### src/rtl/pacman_input_pkg.sv
// Shared definitions for the Pac-Man PS/2 input path.
// Contents:
//   - scan-code constants: the E0/F0 prefixes, the four extended arrow
//     codes and the four WASD make codes
//   - scan_state_t : state encoding of the make/break decoder
//   - dir_t        : the currently held direction
//   - helpers that map a scan code to a direction and a direction to the
//     {up, down, left, right} output vector
// WASD decoding is only used when PACMAN_WASD_EN is defined; the codes live
// here unconditionally so both builds share one package.
package pacman_input_pkg;

    localparam logic [7:0] SC_EXT   = 8'hE0;
    localparam logic [7:0] SC_BRK   = 8'hF0;

    // Extended (E0-prefixed) arrow keys
    localparam logic [7:0] SC_UP    = 8'h75;
    localparam logic [7:0] SC_DOWN  = 8'h72;
    localparam logic [7:0] SC_LEFT  = 8'h6B;
    localparam logic [7:0] SC_RIGHT = 8'h74;

    // Non-extended WASD keys
    localparam logic [7:0] SC_W     = 8'h1D;
    localparam logic [7:0] SC_S     = 8'h1B;
    localparam logic [7:0] SC_A     = 8'h1C;
    localparam logic [7:0] SC_D     = 8'h23;

    typedef enum logic [1:0] {
        ST_IDLE,
        ST_EXT,
        ST_BRK,
        ST_EXT_BRK
    } scan_state_t;

    typedef enum logic [2:0] {
        DIR_NONE,
        DIR_UP,
        DIR_DOWN,
        DIR_LEFT,
        DIR_RIGHT
    } dir_t;

    function automatic dir_t arrow_dir(input logic [7:0] code);
        case (code)
            SC_UP:    return DIR_UP;
            SC_DOWN:  return DIR_DOWN;
            SC_LEFT:  return DIR_LEFT;
            SC_RIGHT: return DIR_RIGHT;
            default:  return DIR_NONE;
        endcase
    endfunction

    function automatic dir_t wasd_dir(input logic [7:0] code);
        case (code)
            SC_W:    return DIR_UP;
            SC_S:    return DIR_DOWN;
            SC_A:    return DIR_LEFT;
            SC_D:    return DIR_RIGHT;
            default: return DIR_NONE;
        endcase
    endfunction

    // Bit order {up, down, left, right}
    function automatic logic [3:0] dir_onehot(input dir_t dir);
        case (dir)
            DIR_UP:    return 4'b1000;
            DIR_DOWN:  return 4'b0100;
            DIR_LEFT:  return 4'b0010;
            DIR_RIGHT: return 4'b0001;
            default:   return 4'b0000;
        endcase
    endfunction

endpackage

### src/rtl/ps2_frame_rx.sv
// PS/2 device-to-host frame receiver.
// Synchronizes the raw PS/2 clock and data pins, shifts data in on each
// falling edge of the synchronized clock, checks start/parity/stop after
// the 11th bit, and aborts a partial frame after TIMEOUT_CYCLES of clock
// inactivity.
// Ports:
//   clk, reset  : system clock, synchronous active-high reset
//   ps2_clk     : raw PS/2 clock pin (asynchronous)
//   ps2_data    : raw PS/2 data pin (asynchronous)
//   byte_valid  : 1-cycle pulse, a well-formed byte was received
//   byte_data   : last good byte
//   frame_err   : 1-cycle pulse on start/parity/stop error or timeout
// Parameters:
//   TIMEOUT_CYCLES : idle clk cycles mid-frame before the frame is aborted
//   SYNC_STAGES    : synchronizer depth, legal values 2..3
module ps2_frame_rx #(
    parameter int TIMEOUT_CYCLES = 5000,
    parameter int SYNC_STAGES    = 2
) (
    input  logic       clk,
    input  logic       reset,
    input  logic       ps2_clk,
    input  logic       ps2_data,
    output logic       byte_valid,
    output logic [7:0] byte_data,
    output logic       frame_err
);

    localparam int TW = $clog2(TIMEOUT_CYCLES + 1);
    localparam logic [3:0] LAST_BIT = 4'd10;

    logic [SYNC_STAGES-1:0] clk_sync_q, clk_sync_d;
    logic [SYNC_STAGES-1:0] data_sync_q, data_sync_d;
    logic                   clk_prev_q, clk_prev_d;
    logic [10:0]            shift_q, shift_d;
    logic [3:0]             bit_cnt_q, bit_cnt_d;
    logic [TW-1:0]          timeout_cnt_q, timeout_cnt_d;
    logic                   byte_valid_q, byte_valid_d;
    logic [7:0]             byte_data_q, byte_data_d;
    logic                   frame_err_q, frame_err_d;

    logic clk_s, data_s, fall, frame_ok;

    // NOTE: the PS/2 pins are asynchronous to clk, so nothing but the first
    // synchronizer flop may look at them directly.
    assign clk_s  = clk_sync_q[SYNC_STAGES-1];
    assign data_s = data_sync_q[SYNC_STAGES-1];
    assign fall   = clk_prev_q & ~clk_s;

    // Frame after the 11th shift: [0]=start, [8:1]=data, [9]=parity, [10]=stop
    assign frame_ok = ~shift_d[0] & shift_d[10] & (^shift_d[9:1]);

    // NOTE: every signal assigned here gets its default first so no path
    // leaves a value unassigned, which would infer a latch.
    always_comb begin
        clk_sync_d    = {clk_sync_q[SYNC_STAGES-2:0], ps2_clk};
        data_sync_d   = {data_sync_q[SYNC_STAGES-2:0], ps2_data};
        clk_prev_d    = clk_s;
        shift_d       = shift_q;
        bit_cnt_d     = bit_cnt_q;
        timeout_cnt_d = timeout_cnt_q;
        byte_valid_d  = 1'b0;
        byte_data_d   = byte_data_q;
        frame_err_d   = 1'b0;

        if (fall) begin
            shift_d       = {data_s, shift_q[10:1]};
            timeout_cnt_d = '0;
            if (bit_cnt_q == LAST_BIT) begin
                bit_cnt_d = 4'd0;
                if (frame_ok) begin
                    byte_valid_d = 1'b1;
                    byte_data_d  = shift_d[8:1];
                end else begin
                    frame_err_d  = 1'b1;
                end
            end else begin
                bit_cnt_d = bit_cnt_q + 4'd1;
            end
        end else if (bit_cnt_q != 4'd0) begin
            // Stalled mid-frame: abort once the idle count reaches the limit
            if (timeout_cnt_q == TW'(TIMEOUT_CYCLES - 1)) begin
                bit_cnt_d     = 4'd0;
                timeout_cnt_d = '0;
                frame_err_d   = 1'b1;
            end else begin
                timeout_cnt_d = timeout_cnt_q + TW'(1);
            end
        end
    end

    // NOTE: sequential state uses non-blocking assignments only; the
    // synchronizers and edge history reset to the idle-high line level so
    // reset itself never looks like a falling edge.
    always_ff @(posedge clk) begin
        if (reset) begin
            clk_sync_q    <= '1;
            data_sync_q   <= '1;
            clk_prev_q    <= 1'b1;
            shift_q       <= '0;
            bit_cnt_q     <= 4'd0;
            timeout_cnt_q <= '0;
            byte_valid_q  <= 1'b0;
            byte_data_q   <= 8'h00;
            frame_err_q   <= 1'b0;
        end else begin
            clk_sync_q    <= clk_sync_d;
            data_sync_q   <= data_sync_d;
            clk_prev_q    <= clk_prev_d;
            shift_q       <= shift_d;
            bit_cnt_q     <= bit_cnt_d;
            timeout_cnt_q <= timeout_cnt_d;
            byte_valid_q  <= byte_valid_d;
            byte_data_q   <= byte_data_d;
            frame_err_q   <= frame_err_d;
        end
    end

    assign byte_valid = byte_valid_q;
    assign byte_data  = byte_data_q;
    assign frame_err  = frame_err_q;

endmodule

### src/rtl/pacman_ps2_input.sv
// PS/2 keyboard front end for pacman_controller.
// Receives scan codes through ps2_frame_rx and decodes extended arrow-key
// make/break sequences into a held, one-hot (or all-zero) direction level
// that follows the most recently pressed arrow key.
// Optional build macro PACMAN_WASD_EN: also decodes non-extended W/S/A/D
// makes and breaks as up/down/left/right.
// Ports:
//   clk, reset            : system clock, synchronous active-high reset
//   ps2_clk, ps2_data     : raw PS/2 pins (asynchronous)
//   up, down, left, right : registered direction levels
//   byte_valid, byte_data : received-byte strobe and value
//   frame_err             : 1-cycle pulse on a bad or timed-out frame
module pacman_ps2_input
    import pacman_input_pkg::*;
#(
    parameter int TIMEOUT_CYCLES = 5000,
    parameter int SYNC_STAGES    = 2
) (
    input  logic       clk,
    input  logic       reset,
    input  logic       ps2_clk,
    input  logic       ps2_data,
    output logic       up,
    output logic       down,
    output logic       left,
    output logic       right,
    output logic       byte_valid,
    output logic [7:0] byte_data,
    output logic       frame_err
);

    logic        rx_valid;
    logic [7:0]  rx_data;

    scan_state_t state_q, state_d;
    dir_t        dir_q, dir_d;
    logic [3:0]  dirs_q, dirs_d;

    ps2_frame_rx #(
        .TIMEOUT_CYCLES (TIMEOUT_CYCLES),
        .SYNC_STAGES    (SYNC_STAGES)
    ) u_frame_rx (
        .clk        (clk),
        .reset      (reset),
        .ps2_clk    (ps2_clk),
        .ps2_data   (ps2_data),
        .byte_valid (rx_valid),
        .byte_data  (rx_data),
        .frame_err  (frame_err)
    );

    always_comb begin
        state_d = state_q;
        dir_d   = dir_q;

        if (rx_valid) begin
            case (state_q)
                ST_IDLE: begin
                    if (rx_data == SC_EXT) begin
                        state_d = ST_EXT;
                    end else if (rx_data == SC_BRK) begin
                        state_d = ST_BRK;
`ifdef PACMAN_WASD_EN
                    end else if (wasd_dir(rx_data) != DIR_NONE) begin
                        dir_d = wasd_dir(rx_data);
`endif
                    end
                end
                ST_EXT: begin
                    if (rx_data == SC_BRK) begin
                        state_d = ST_EXT_BRK;
                    end else begin
                        // A new make overrides any held key; anything else
                        // abandons the extended sequence.
                        if (arrow_dir(rx_data) != DIR_NONE) begin
                            dir_d = arrow_dir(rx_data);
                        end
                        state_d = ST_IDLE;
                    end
                end
                ST_BRK: begin
`ifdef PACMAN_WASD_EN
                    if (wasd_dir(rx_data) != DIR_NONE && wasd_dir(rx_data) == dir_q) begin
                        dir_d = DIR_NONE;
                    end
`endif
                    state_d = ST_IDLE;
                end
                ST_EXT_BRK: begin
                    // Releasing a key that is no longer current must not
                    // cancel the newer direction.
                    if (arrow_dir(rx_data) != DIR_NONE && arrow_dir(rx_data) == dir_q) begin
                        dir_d = DIR_NONE;
                    end
                    state_d = ST_IDLE;
                end
                default: state_d = ST_IDLE;
            endcase
        end

        dirs_d = dir_onehot(dir_d);
    end

    always_ff @(posedge clk) begin
        if (reset) begin
            state_q <= ST_IDLE;
            dir_q   <= DIR_NONE;
            dirs_q  <= 4'b0000;
        end else begin
            state_q <= state_d;
            dir_q   <= dir_d;
            dirs_q  <= dirs_d;
        end
    end

    assign up         = dirs_q[3];
    assign down       = dirs_q[2];
    assign left       = dirs_q[1];
    assign right      = dirs_q[0];
    assign byte_valid = rx_valid;
    assign byte_data  = rx_data;

endmodule

### config.mk
export PLATFORM = sky130hd
export DESIGN_NAME = pacman_ps2_input
export DESIGN_NICKNAME = d
export VERILOG_FILES = /design/src/rtl/pacman_input_pkg.sv /design/src/rtl/ps2_frame_rx.sv /design/src/rtl/pacman_ps2_input.sv
export SDC_FILE = /design/constraint.sdc
export NUM_CORES = 1
export LEC_CHECK = 0
export BUFFER_PORTS_ARGS = -buffer_cell sky130_fd_sc_hd__buf_2
export CORE_MARGIN = 2
export CORE_UTILIZATION = 25
export DETAILED_ROUTE_END_ITERATION = 7
export SETUP_SLACK_MARGIN = 0.2
export SLEW_MARGIN = 15
export SYNTH_ARGS = -nofsm -noshare
export SYNTH_HDL_FRONTEND = slang
export SYNTH_SLANG_ARGS = --single-unit
### constraint.sdc
create_clock -name clk -period 6.4 [get_ports clk]
set_clock_uncertainty 0.15 [all_clocks]
set_input_delay 1.28 -clock clk [delete_from_list [all_inputs] [get_ports clk]]
set_output_delay 1.28 -clock clk [all_outputs]
set_load 0.05 [all_outputs]
# ---- Word level (Yosys, flattened, before mapping)
# Cells that the tools add are included.
dict set report word_totals {
  ff_bits 52
  inputBits 4
  output_inout_bits 14
  elab_cells 80
}
dict set report op_classes {
  add_sub_neg 2
  eq_ne 17
  n_mux 28
  bitwise 7
  reduce_logical 14
}
# operator n
set op_table {}
lappend op_table {{$eq A8 B7 Y1 const B} 4}
lappend op_table {{$mux W3} 9}
lappend op_table {{$eq A8 B8 Y1 const B} 2}
lappend op_table {{$mux W4} 4}
lappend op_table {{$pmux W4 S4} 1}
lappend op_table {{$add A13 B1 Y13 const B} 1}
lappend op_table {{$eq A13 B13 Y1 const B} 1}
lappend op_table {{$mux W13} 1}
lappend op_table {{$pmux W3 S4} 1}
lappend op_table {{$mux W11} 1}
lappend op_table {{$reduce_xor A9 Y1} 1}
lappend op_table {{$eq A3 B2 Y1 const B} 2}
lappend op_table {{$mux W1} 6}
lappend op_table {{$mux W2} 3}
lappend op_table {{$pmux W2 S3} 1}
lappend op_table {{$pmux W3 S2} 1}
lappend op_table {{$reduce_bool A3 Y1} 2}
lappend op_table {{$add A4 B1 Y4 const B} 1}
lappend op_table {{$eq A2 B2 Y1 const B} 2}
lappend op_table {{$eq A4 B4 Y1 const B} 1}
lappend op_table {{$not A1 Y1} 4}
lappend op_table {{$reduce_and A2 Y1} 2}
lappend op_table {{$reduce_bool A2 Y1} 2}
lappend op_table {{$reduce_bool A4 Y1} 1}
lappend op_table {{11 further kinds} 14}

# ---- Longest topological paths before layout
# Gate-level depths: netlist of run 1.
dict set report depth {
  depth_word 12
  depth_mapped 9
  depth_no_buf 8
}

# ---- Hierarchy
# From an unflattened synthesis of run 1, not the netlist that was laid out.
dict set report hier_totals {
  cells_unflattened 268
  area_unflattened_um2 2399.8
}
# module n_inst cells_per_inst area_per_inst_um2 seq_area_each_um2
set by_module_without_submodules {}
lappend by_module_without_submodules {ps2_frame_rx 1 200 1809.2 840.8}
lappend by_module_without_submodules {pacman_ps2_input 1 68 590.6 180.2}

# ---- Least setup slack after synthesis of run 1
# Ideal clock, no wire load.
dict set report synth_timing {
  path_type {input port to flip-flop}
  start {in reset}
  end {reg u_frame_rx.timeout_cnt_q[0]}
  setup_time_ns 0.128
  arrival_ns 2.151
  required_ns 6.122
  path_slack_ns 3.971
  path_stages 5
  n_path_buf 2
  path_cell_list {clkbuf_1 -> inv_1 -> o311ai_2 -> clkbuf_1 -> nor2_1}
}
dict set report synth_via {
  elab_chain_len 1
}
# element line_no
set synth_lines {}
lappend synth_lines {{start: declaration} pacman_ps2_input.sv:20} ;# input logic reset,
lappend synth_lines {{$reduce_or A2 Y1 (no source line)} --}
lappend synth_lines {{end signal: assignment} ps2_frame_rx.sv:112} ;# timeout_cnt_q <= timeout_cnt_d;
lappend synth_lines {{end: declaration} ps2_frame_rx.sv:37} ;# logic [TW-1:0] timeout_cnt_q, timeout_cnt_d;
# No other way between the ends.
# A chain may end at the register's enable or synchronous reset.

==> results of run 1 <==
[cell usage in the layout (no fill, tap or decap), types with 2 or more instances in the layout]
cell type	instances
a21oi_1	15
a31oi_1	3
and2_1	2
and3_1	3
and4_1	2
buf_2	17
clkbuf_8	5
dfxtp_1	51
ha_1	4
inv_1	7
mux2i_1	9
nand2_1	42
nand2b_1	2
nand3_1	9
nand3b_1	3
nand4_1	3
nor2_1	32
nor3_1	2
nor4_1	4
nor4b_2	2
o21ai_0	7
o311ai_2	2
or2_2	5
or3_1	2
xnor2_1	6
xor2_1	10
[flip-flops by register name, summed over array words and instances, names as in the netlist]
name,flops
u_frame_rx.clk_prev_q,1
u_frame_rx.clk_sync_q,2
state_q,2
u_frame_rx.bit_cnt_q,4
u_frame_rx.timeout_cnt_q,13
dirs_q,4
u_frame_rx.shift_q,10
u_frame_rx.data_sync_q,2
u_frame_rx.byte_data,8
dir_q,3
u_frame_rx.frame_err,1
u_frame_rx.byte_valid,1
[routing by layer]
metal | wire (um) | vias up | track usage, % | share of wire (%)
met1 | 2130 | 846 | 11.3 | 47
li1 | - | 936 | - | -
met5 | 0 | - | 0 | 0
met4 | 119 | 0 | 4.47 | 2.6
met3 | 195 | 12 | 2.84 | 4.3
met2 | 2070 | 25 | 15.2 | 46
[power by group through the flow]
stage	clock network [W]	logic (W)	registers, W
global placement	0	0.0000278	0.000331
global route	0.000199	0.0000313	0.000325
detailed placement	0	0.0000285	0.000331
floorplan	0	0.0000205	0.000334
CTS	0.000185	0.0000284	0.000324
finish	0.000180	0.0000280	0.000324
[kinds of logic (layout without fill, tap and decap cells)]
group	count (synthesis)	after routing	synth area share, %
AND/OR/NAND/NOR	123	123	27.3
flip-flops	51	51	43.3
AO/OA/AOI/OAI	39	39	12.9
XOR/XNOR	18	18	7.59
buffers and inverters	18	33	2.97
multiplexers	9	9	3.82
adder cells (fa/ha/maj)	4	4	2.12
[worst min path at each step]
stage	start	end	slack [ns]
floorplan	u_frame_rx.clk_sync_q[0]	u_frame_rx.clk_sync_q[1]	0.24
global placement	u_frame_rx.data_sync_q[0]	u_frame_rx.data_sync_q[1]	0.25
detailed placement	u_frame_rx.clk_sync_q[0]	u_frame_rx.clk_sync_q[1]	0.24
CTS	u_frame_rx.data_sync_q[0]	u_frame_rx.data_sync_q[1]	0.26
global route	u_frame_rx.data_sync_q[0]	u_frame_rx.data_sync_q[1]	0.29
finish	u_frame_rx.data_sync_q[0]	u_frame_rx.data_sync_q[1]	0.25
[critical path, cell delays in order]
cell      delay, ns
buf_2          0.48
inv_1          0.23
o311ai_2       0.31
o21ai_0        0.20
nand2_1        0.11
o21ai_0        0.07
[layout make-up]
cell class                      count  area (um2)  share of cell area, %
Sequential cell                    51        1020                   38.8
Clock inverter                      2        12.5                  0.476
Multi-Input combinational cell    193        1260                   48.1
Inverter                            7        26.3                   1.00
Tap cell                          111         139                   5.28
Timing Repair Buffer               18        92.6                   3.52
Clock buffer                        6        72.6                   2.76
[synth_stat cells, types with 2 or more instances]
| master | instances |
|---|---|
| nand3_1 | 9 |
| xnor2_1 | 6 |
| a31oi_1 | 3 |
| inv_1 | 7 |
| a21oi_1 | 15 |
| and4_1 | 2 |
| nor4_1 | 4 |
| nor2_1 | 32 |
| xor2_1 | 10 |
| nand2b_1 | 2 |
| buf_1 | 2 |
| nand2_1 | 42 |
| mux2i_1 | 9 |
| o311ai_2 | 2 |
| nor3_1 | 2 |
| ha_1 | 4 |
| and3_1 | 3 |
| o21ai_0 | 7 |
| nor4b_2 | 2 |
| or3_1 | 2 |
| nand3b_1 | 3 |
| clkbuf_1 | 7 |
| or2_2 | 5 |
| and2_1 | 2 |
| nand4_1 | 3 |
| dfxtp_1 | 51 |
[per-stage QoR]
stage | setup slack [ns] | cells | utilization (%) | total power [W]
2_1_floorplan | 3.97 | 262 | - | 0.000354
3_3_place_gp | 3.44 | 380 | 27.7 | 0.000359
3_5_place_dp | 3.40 | 380 | 27.7 | 0.000360
4_1_cts | 3.72 | 388 | 28.6 | 0.000538
5_1_grt | 3.49 | 388 | 28.6 | 0.000555
6_report | 3.75 | 388 | 28.6 | 0.000532
==> key figures, run 1 <==
Setup path
  • Worst setup path endpoint: u_frame_rx.bit_cnt_q[2]
  • Reg2Reg Launch Point: u_frame_rx.bit_cnt_q[0]
  • R2r setup slk: 3.75 ns
  • Kind of critical path: in -> reg
  • Critical path arrival: 2.70 ns
  • Max Fanout on Critical Path: 34
  • CP Capture Type: flop
  • Worst setup path startpoint: reset
  • Kind of start point of the critical path: input pin
  • FF-to-FF path depth: 8
  • Reg-to-reg endpoint: u_frame_rx.bit_cnt_q[2]
  • Critical Path RT: roughly 6.4 ns

Clock network
  • Hold-fix buffers, CTS: 0
  • CTS Root Cell: clkbuf_8
  • Post-cts sizing count: 0
  • Worst-skew pair later-pin latency: 0.30 ns
  • CTS tree: yes
  • CTS Buf Count: 5
  • Clock Path Buffers: 2
  • Worst-path clk slew: 0.09 ns
  • Clock Sinks: between 50 and 60
  • H-tree depth: 2
  • Post-CTS Setup Inserts: 0

Synth
  • Post-Syn Area: approximately 2400 um2
  • Area contributors post-synth: dfxtp_1 43%, nand2_1 6.7%, nor2_1 5.1%, mux2i_1 3.8%, xor2_1 3.7%
  • Area leader, netlist: dfxtp_1
  • Dominant synthesized flop cell: dfxtp_1
  • Yosys top cell area share: 43.3%
  • Seq/Total Area, Yosys: 43.3%
  • Synth warn: 0
  • Netlist cell types: 52
  • Number of enable flip-flop cells after synthesis: 0
  • Avg Cell Area, Syn: approximately 9.0 um2
  • Net Count, Synth: 270
  • FF+latch count, synth: 51
  • Asr flop ratio synth: 0%
  • Syn Inst Count: 262

Global routing
  • Aggregate global routing overflow: 0
  • Number of global-route vias before repair: 1,742
  • Largest net degree at the start of global routing: 35
  • Initial antenna violation count: 0
  • Gr usage total: 9.36%
  • First-pass GRT wire length: 7790 um

Floorplan
  • Chip width: 101 um
  • Core area: around 9000 um2
  • I/O Pins: 18
  • Cell row count: 35
  • Die height: just over 100 um
  • Die ar.: 10,200 um2
  • Initial Util: between 20% and 30%

STA
  • Max-slew violations: 0
  • Relative slew slack: 34.9%
  • Final period util: 41.5%
  • Slew @ Worst Pin: between 0.9 and 1 ns
  • Final hold slack: roughly 0.25 ns
  • Final setup viols: 0
  • F_max: 377 MHz
  • Setup TNS: 0 ns
  • Fin. Hold Viols: 0
  • RSZ-0062 raised after global routing: no
  • Post-route minimum period: 2.65 ns

Place
  • Port Buffers: 17
  • GP Congestion: about 0.78
  • Dpl hpwl: 3300 um
  • Area of placed instances: ~2500 um2

Power
  • NetSw: 0.000124 W
  • Logic pwr share: 5.3%
  • Sw Ratio: 23.3%
  • Static Leakage: 0.926 nW
  • Power per cell area: 202 nW/um2
  • Worst IR Drop VDD: around 74 uV
  • Clock power frac: 33.8%
  • P_int: 0.000408 W
  • Sequential share of power: roughly three fifths

Worst hold path
  • Worst Hold Depth: 1
  • Worst Hold Class: reg -> reg

Drt
  • WL per Instance: 11.6 um
  • DR vias/cell: 4.69
  • DRT Wirelength: 4520 um
  • Initial DRC count: 82
  • Vias: 1,819
  • First drt pass iteration count: 4
  • DRC errors left: 0
  • DRT antenna net count: 0

Run
  • Max_cap viols: 0

Layout
  • Fillers: slightly above 1,000
  • Fin area: about 2600 um2
  • Nets: 284
  • Ant. Diodes: 0
  • Share of cells above drive strength 1: roughly 17%
  • Area growth syn-to-layout: 11.6%

Status
  • Outcome: complete, no violations
No activity file was read; power rests on OpenSTA's default activity.
==> inputs of run 2 (changes only) <==
Settings changed: ABC_AREA from default to 1.
Clock period 6.4 ns to 2.2 ns, I/O delays scaled along.
==> run 2 against run 1 <==
Non-clock buffer count is 24 higher. Power grew to 3.9 times the previous value. Cell count increased by 48%. Sequential power rose to 3.0 times the previous value. Hold slack worse by 0.096 ns. Global-route usage increased by 0.65 points. Sequential share of layout area down 9.2 points. Worst setup slack got worse by 3.5 ns. Clock-buffer cell count is 1 lower. Register-to-register slack got worse by 3.5 ns. Critical path type is now reg -> reg. Critical endpoint is now u_frame_rx.timeout_cnt_q[11]. Largest cell class unchanged. Largest power group unchanged.
==> key figures, run 2 <==
Clock network
  • CTS Buf Count: 5 (unchanged)
  • Clock Path Buffers: 2 (unchanged)
  • H-tree depth: 2 (unchanged)
  • CTS Root Cell: clkbuf_8
  • CTS tree: yes
  • Worst-skew pair later-pin latency: 0.32 ns (+0.02 ns)
  • Hold-fix buffers, CTS: 0 (unchanged)
  • Clock Sinks: 52 (+2.0%)
  • Worst-path clk slew: 0.10 ns (about the same)

STA
  • F_max: 513 MHz
  • Final hold slack: 0.155 ns (-0.0964 ns)
  • Relative slew slack: 73.1% (+38 points)
  • Final setup viols: 0 (unchanged)
  • Post-route minimum period: 1.95 ns
  • Setup TNS: 0 ns (unchanged)
  • Slew @ Worst Pin: 0.403 ns (-0.571 ns)
  • RSZ-0062 raised after global routing: yes
  • Fin. Hold Viols: 0 (unchanged)
  • Max-slew violations: 0 (unchanged)
  • Final period util: 88.6%

Synth
  • Post-Syn Area: 2730 um2 (+16%)
  • Area contributors post-synth: dfxtp_1 38%, nand2_1 13%, nor2_1 8.4%, inv_1 6.0%, nand3_1 2.6%
  • Asr flop ratio synth: 0% (unchanged)
  • Number of enable flip-flop cells after synthesis: 0 (unchanged)
  • Net Count, Synth: 396 (+47%)
  • Top cells by count, synth: 94 x nand2_1, 61 x nor2_1, 52 x dfxtp_1, 44 x inv_1, 14 x nand3_1
  • FF+latch count, synth: 52 (+2.0%)
  • Yosys top cell area share: 38.1% (-5.2 points)
  • Dominant synthesized flop cell: dfxtp_1
  • Avg Cell Area, Syn: 7.04 um2 (-22%)
  • Netlist cell types: 40 (-23%)
  • Area leader, netlist: dfxtp_1
  • Syn Inst Count: 388 (+48%)
  • Synth warn: 0 (unchanged)
  • Seq/Total Area, Yosys: 38.1% (-5.2 points)
  • Most frequent cell after synthesis: nand2_1

Setup path
  • Number of buffers and inverters on the critical path: 2 (unchanged)
  • Most used cell, CP: nor2_2
  • CP peak stage delay: 0.39 ns (-0.09 ns)
  • CP Capture Type: flop
  • R2r setup slk: 0.25 ns (-3.50 ns)
  • Critical path's slowest cell: dfxtp_4
  • Critical Path RT: 2.27 ns (-4.17 ns)
  • Reg2Reg Launch Point: u_frame_rx.bit_cnt_q[1]
  • Family with the most delay on the worst path: simple AND/OR/NAND/NOR gates
  • Reg-to-reg endpoint: u_frame_rx.timeout_cnt_q[11]
  • Critical Path Stages: 14 (+8)
  • FF-to-FF path depth: 14 (+6)
  • Crit path cell chain: inv_4 > ha_4 > nand3_4 > inv_4 > nor2_4 > nand3_2 > nor2_4 > nand2_2 > nor2_2 > nand2_1 > nor2_2 > nand2_1 > nor2_2 > nor3_2
  • Kind of critical path: reg -> reg
  • Critical path arrival: 2.02 ns (-0.68 ns)
  • Kind of start point of the critical path: flop
  • Max Fanout on Critical Path: 5 (-85%)

Power
  • Power per cell area: 573 nW/um2 (+180%)
  • Worst IR Drop VDD: 234 uV (+210%)
  • Static Leakage: 1.59 nW (+72%)

Layout
  • Most flops, register: u_frame_rx.timeout_cnt_q
  • Most frequent cells in the layout: 74 x nand2_1, 50 x nor2_1, 40 x dfxtp_1
  • Fin area: 3610 um2 (+37%)
  • Fin cells: 576 (+48%)
  • Commonest non-fill, non-tap cell in the layout: nand2_1
  • Multi-input gate area: 1720 um2 (+36%)
  • Max reg flops: 13 (unchanged)
  • Seq. cell area: 1070 um2 (+4.9%)
  • Share of cells above drive strength 1: 36.5% (+20 points)
  • Ant. Diodes: 0 (unchanged)
  • Fillers: 1,134 (+13%)
  • Nets: 443 (+56%)
  • Area growth syn-to-layout: 32.1%

Floorplan
  • Die ar.: 11,800 um2 (+15%)
  • Cell row count: 38 (+8.6%)
  • Chip width: 109 um (+7.4%)
  • I/O Pins: 18 (unchanged)
  • Initial Util: 25.4% (-0.20 points)
  • Die height: 109 um (+7.4%)
  • Core area: 10,700 um2 (+17%)

Status
  • Outcome: complete, no violations

Drt
  • WL per Instance: 10.9 um (-6.5%)
  • DR vias/cell: 4.42 (-5.7%)
  • DRC errors left: 0 (unchanged)
  • First drt pass iteration count: 4 (unchanged)
  • DRT Wirelength: 6270 um (+39%)
  • DRT antenna net count: 0 (unchanged)
  • Vias: 2,546 (+40%)
  • Initial DRC count: 114 (+39%)

Run
  • Max_cap viols: 0 (unchanged)

Global routing
  • Met2 Usage GRT: 17.1% (+1.9 points)
  • Gr usage total: 10.0% (+0.65 points)
  • Initial antenna violation count: 0 (unchanged)
  • First-pass GRT wire length: 9580 um (+23%)
  • Met1 GRT Util: 12.4% (+1.1 points)
  • Largest net degree at the start of global routing: 34 (-2.9%)
  • M3 GR Usage: 2.35% (-0.49 points)
  • Most used routing layer: met2
  • Number of global-route vias before repair: 2,223 (+28%)
  • Aggregate global routing overflow: 0 (unchanged)

Worst hold path
  • Hold path start: ps2_clk
  • Worst Hold Class: in -> reg
  • WHS Endpoint: u_frame_rx.clk_sync_q[0]
  • Worst Hold Depth: 2 (+1)

Place
  • Area of placed instances: 2980 um2 (+17%)
  • GP Congestion: 0.800 (+2.3%)
  • Dpl hpwl: 4090 um (+24%)
  • Port Buffers: 17 (unchanged)
  • Placed cells: 542 (+43%)
==> run 2: cell type report <==
| class | count | share of cell area, % |
|---|---|---|
| Inverter | 54 | 6.10 |
| Sequential cell | 52 | 29.7 |
| Multi-Input combinational cell | 280 | 47.6 |
| Tap cell | 140 | 4.85 |
| Clock inverter | 3 | 1.91 |
| Timing Repair Buffer | 42 | 7.91 |
| Clock buffer | 5 | 1.91 |
==> run 2: worst max path at each step <==
stage	startpoint	endpoint	slack, ns
5_1_grt	u_frame_rx.clk_prev_q	u_frame_rx.byte_data[0]	0.13
2_1_floorplan	u_frame_rx.byte_data[0]	dirs_q[3]	0.20
3_5_place_dp	u_frame_rx.bit_cnt_q[0]	u_frame_rx.timeout_cnt_q[11]	0.07
6_report	u_frame_rx.bit_cnt_q[1]	u_frame_rx.timeout_cnt_q[11]	0.25
4_1_cts	u_frame_rx.bit_cnt_q[0]	u_frame_rx.timeout_cnt_q[11]	0.21
3_3_place_gp	u_frame_rx.bit_cnt_q[0]	u_frame_rx.timeout_cnt_q[11]	0.13
==> run 2: cells by family after synthesis <==
logic type | share of synthesized area [%]
AO/OA/AOI/OAI | 9.85
XOR/XNOR | 0.962
multiplexers | 0.366
flip-flops | 38.1
buffers and inverters | 9.39
AND/OR/NAND/NOR | 39.5
adder cells (fa/ha/maj) | 1.83
==> run 2: where the power goes <==
part	leakage (nW)	internal [W]	switching (W)
Sequential	0.428	0.000953	0.0000186
Clock	0.0687	0.000458	0.000336
Combinational	1.09	0.000113	0.000188
Total	1.59	0.00152	0.000543
==> run 2: routing by layer <==
| layer | vias up | share of wire, % |
|---|---|---|
| met2 | 30 | 50 |
| met4 | 0 | 1.2 |
| met1 | 1181 | 47 |
| met3 | 8 | 2.7 |
| met5 | - | 0 |
| li1 | 1327 | - |
==> run 2: stage by stage <==
| stage | utilization [%] | total power [W] | setup WS [ns] |
|---|---|---|---|
| 2_1_floorplan | - | 0.00117 | 0.203 |
| 3_3_place_gp | 27.7 | 0.00120 | 0.135 |
| 3_5_place_dp | 27.7 | 0.00120 | 0.0748 |
| 4_1_cts | 29.1 | 0.00201 | 0.207 |
| 5_1_grt | 33.6 | 0.00216 | 0.127 |
| 6_report | 33.6 | 0.00207 | 0.251 |
==> run 2: what timing repair did <==
item                       in CTS  in global routing
setup endpoints to repair      10                 24
gates cloned                    0                  5
buffers inserted                0                 21
resized for setup               5                 82
pin swaps                       0                 29
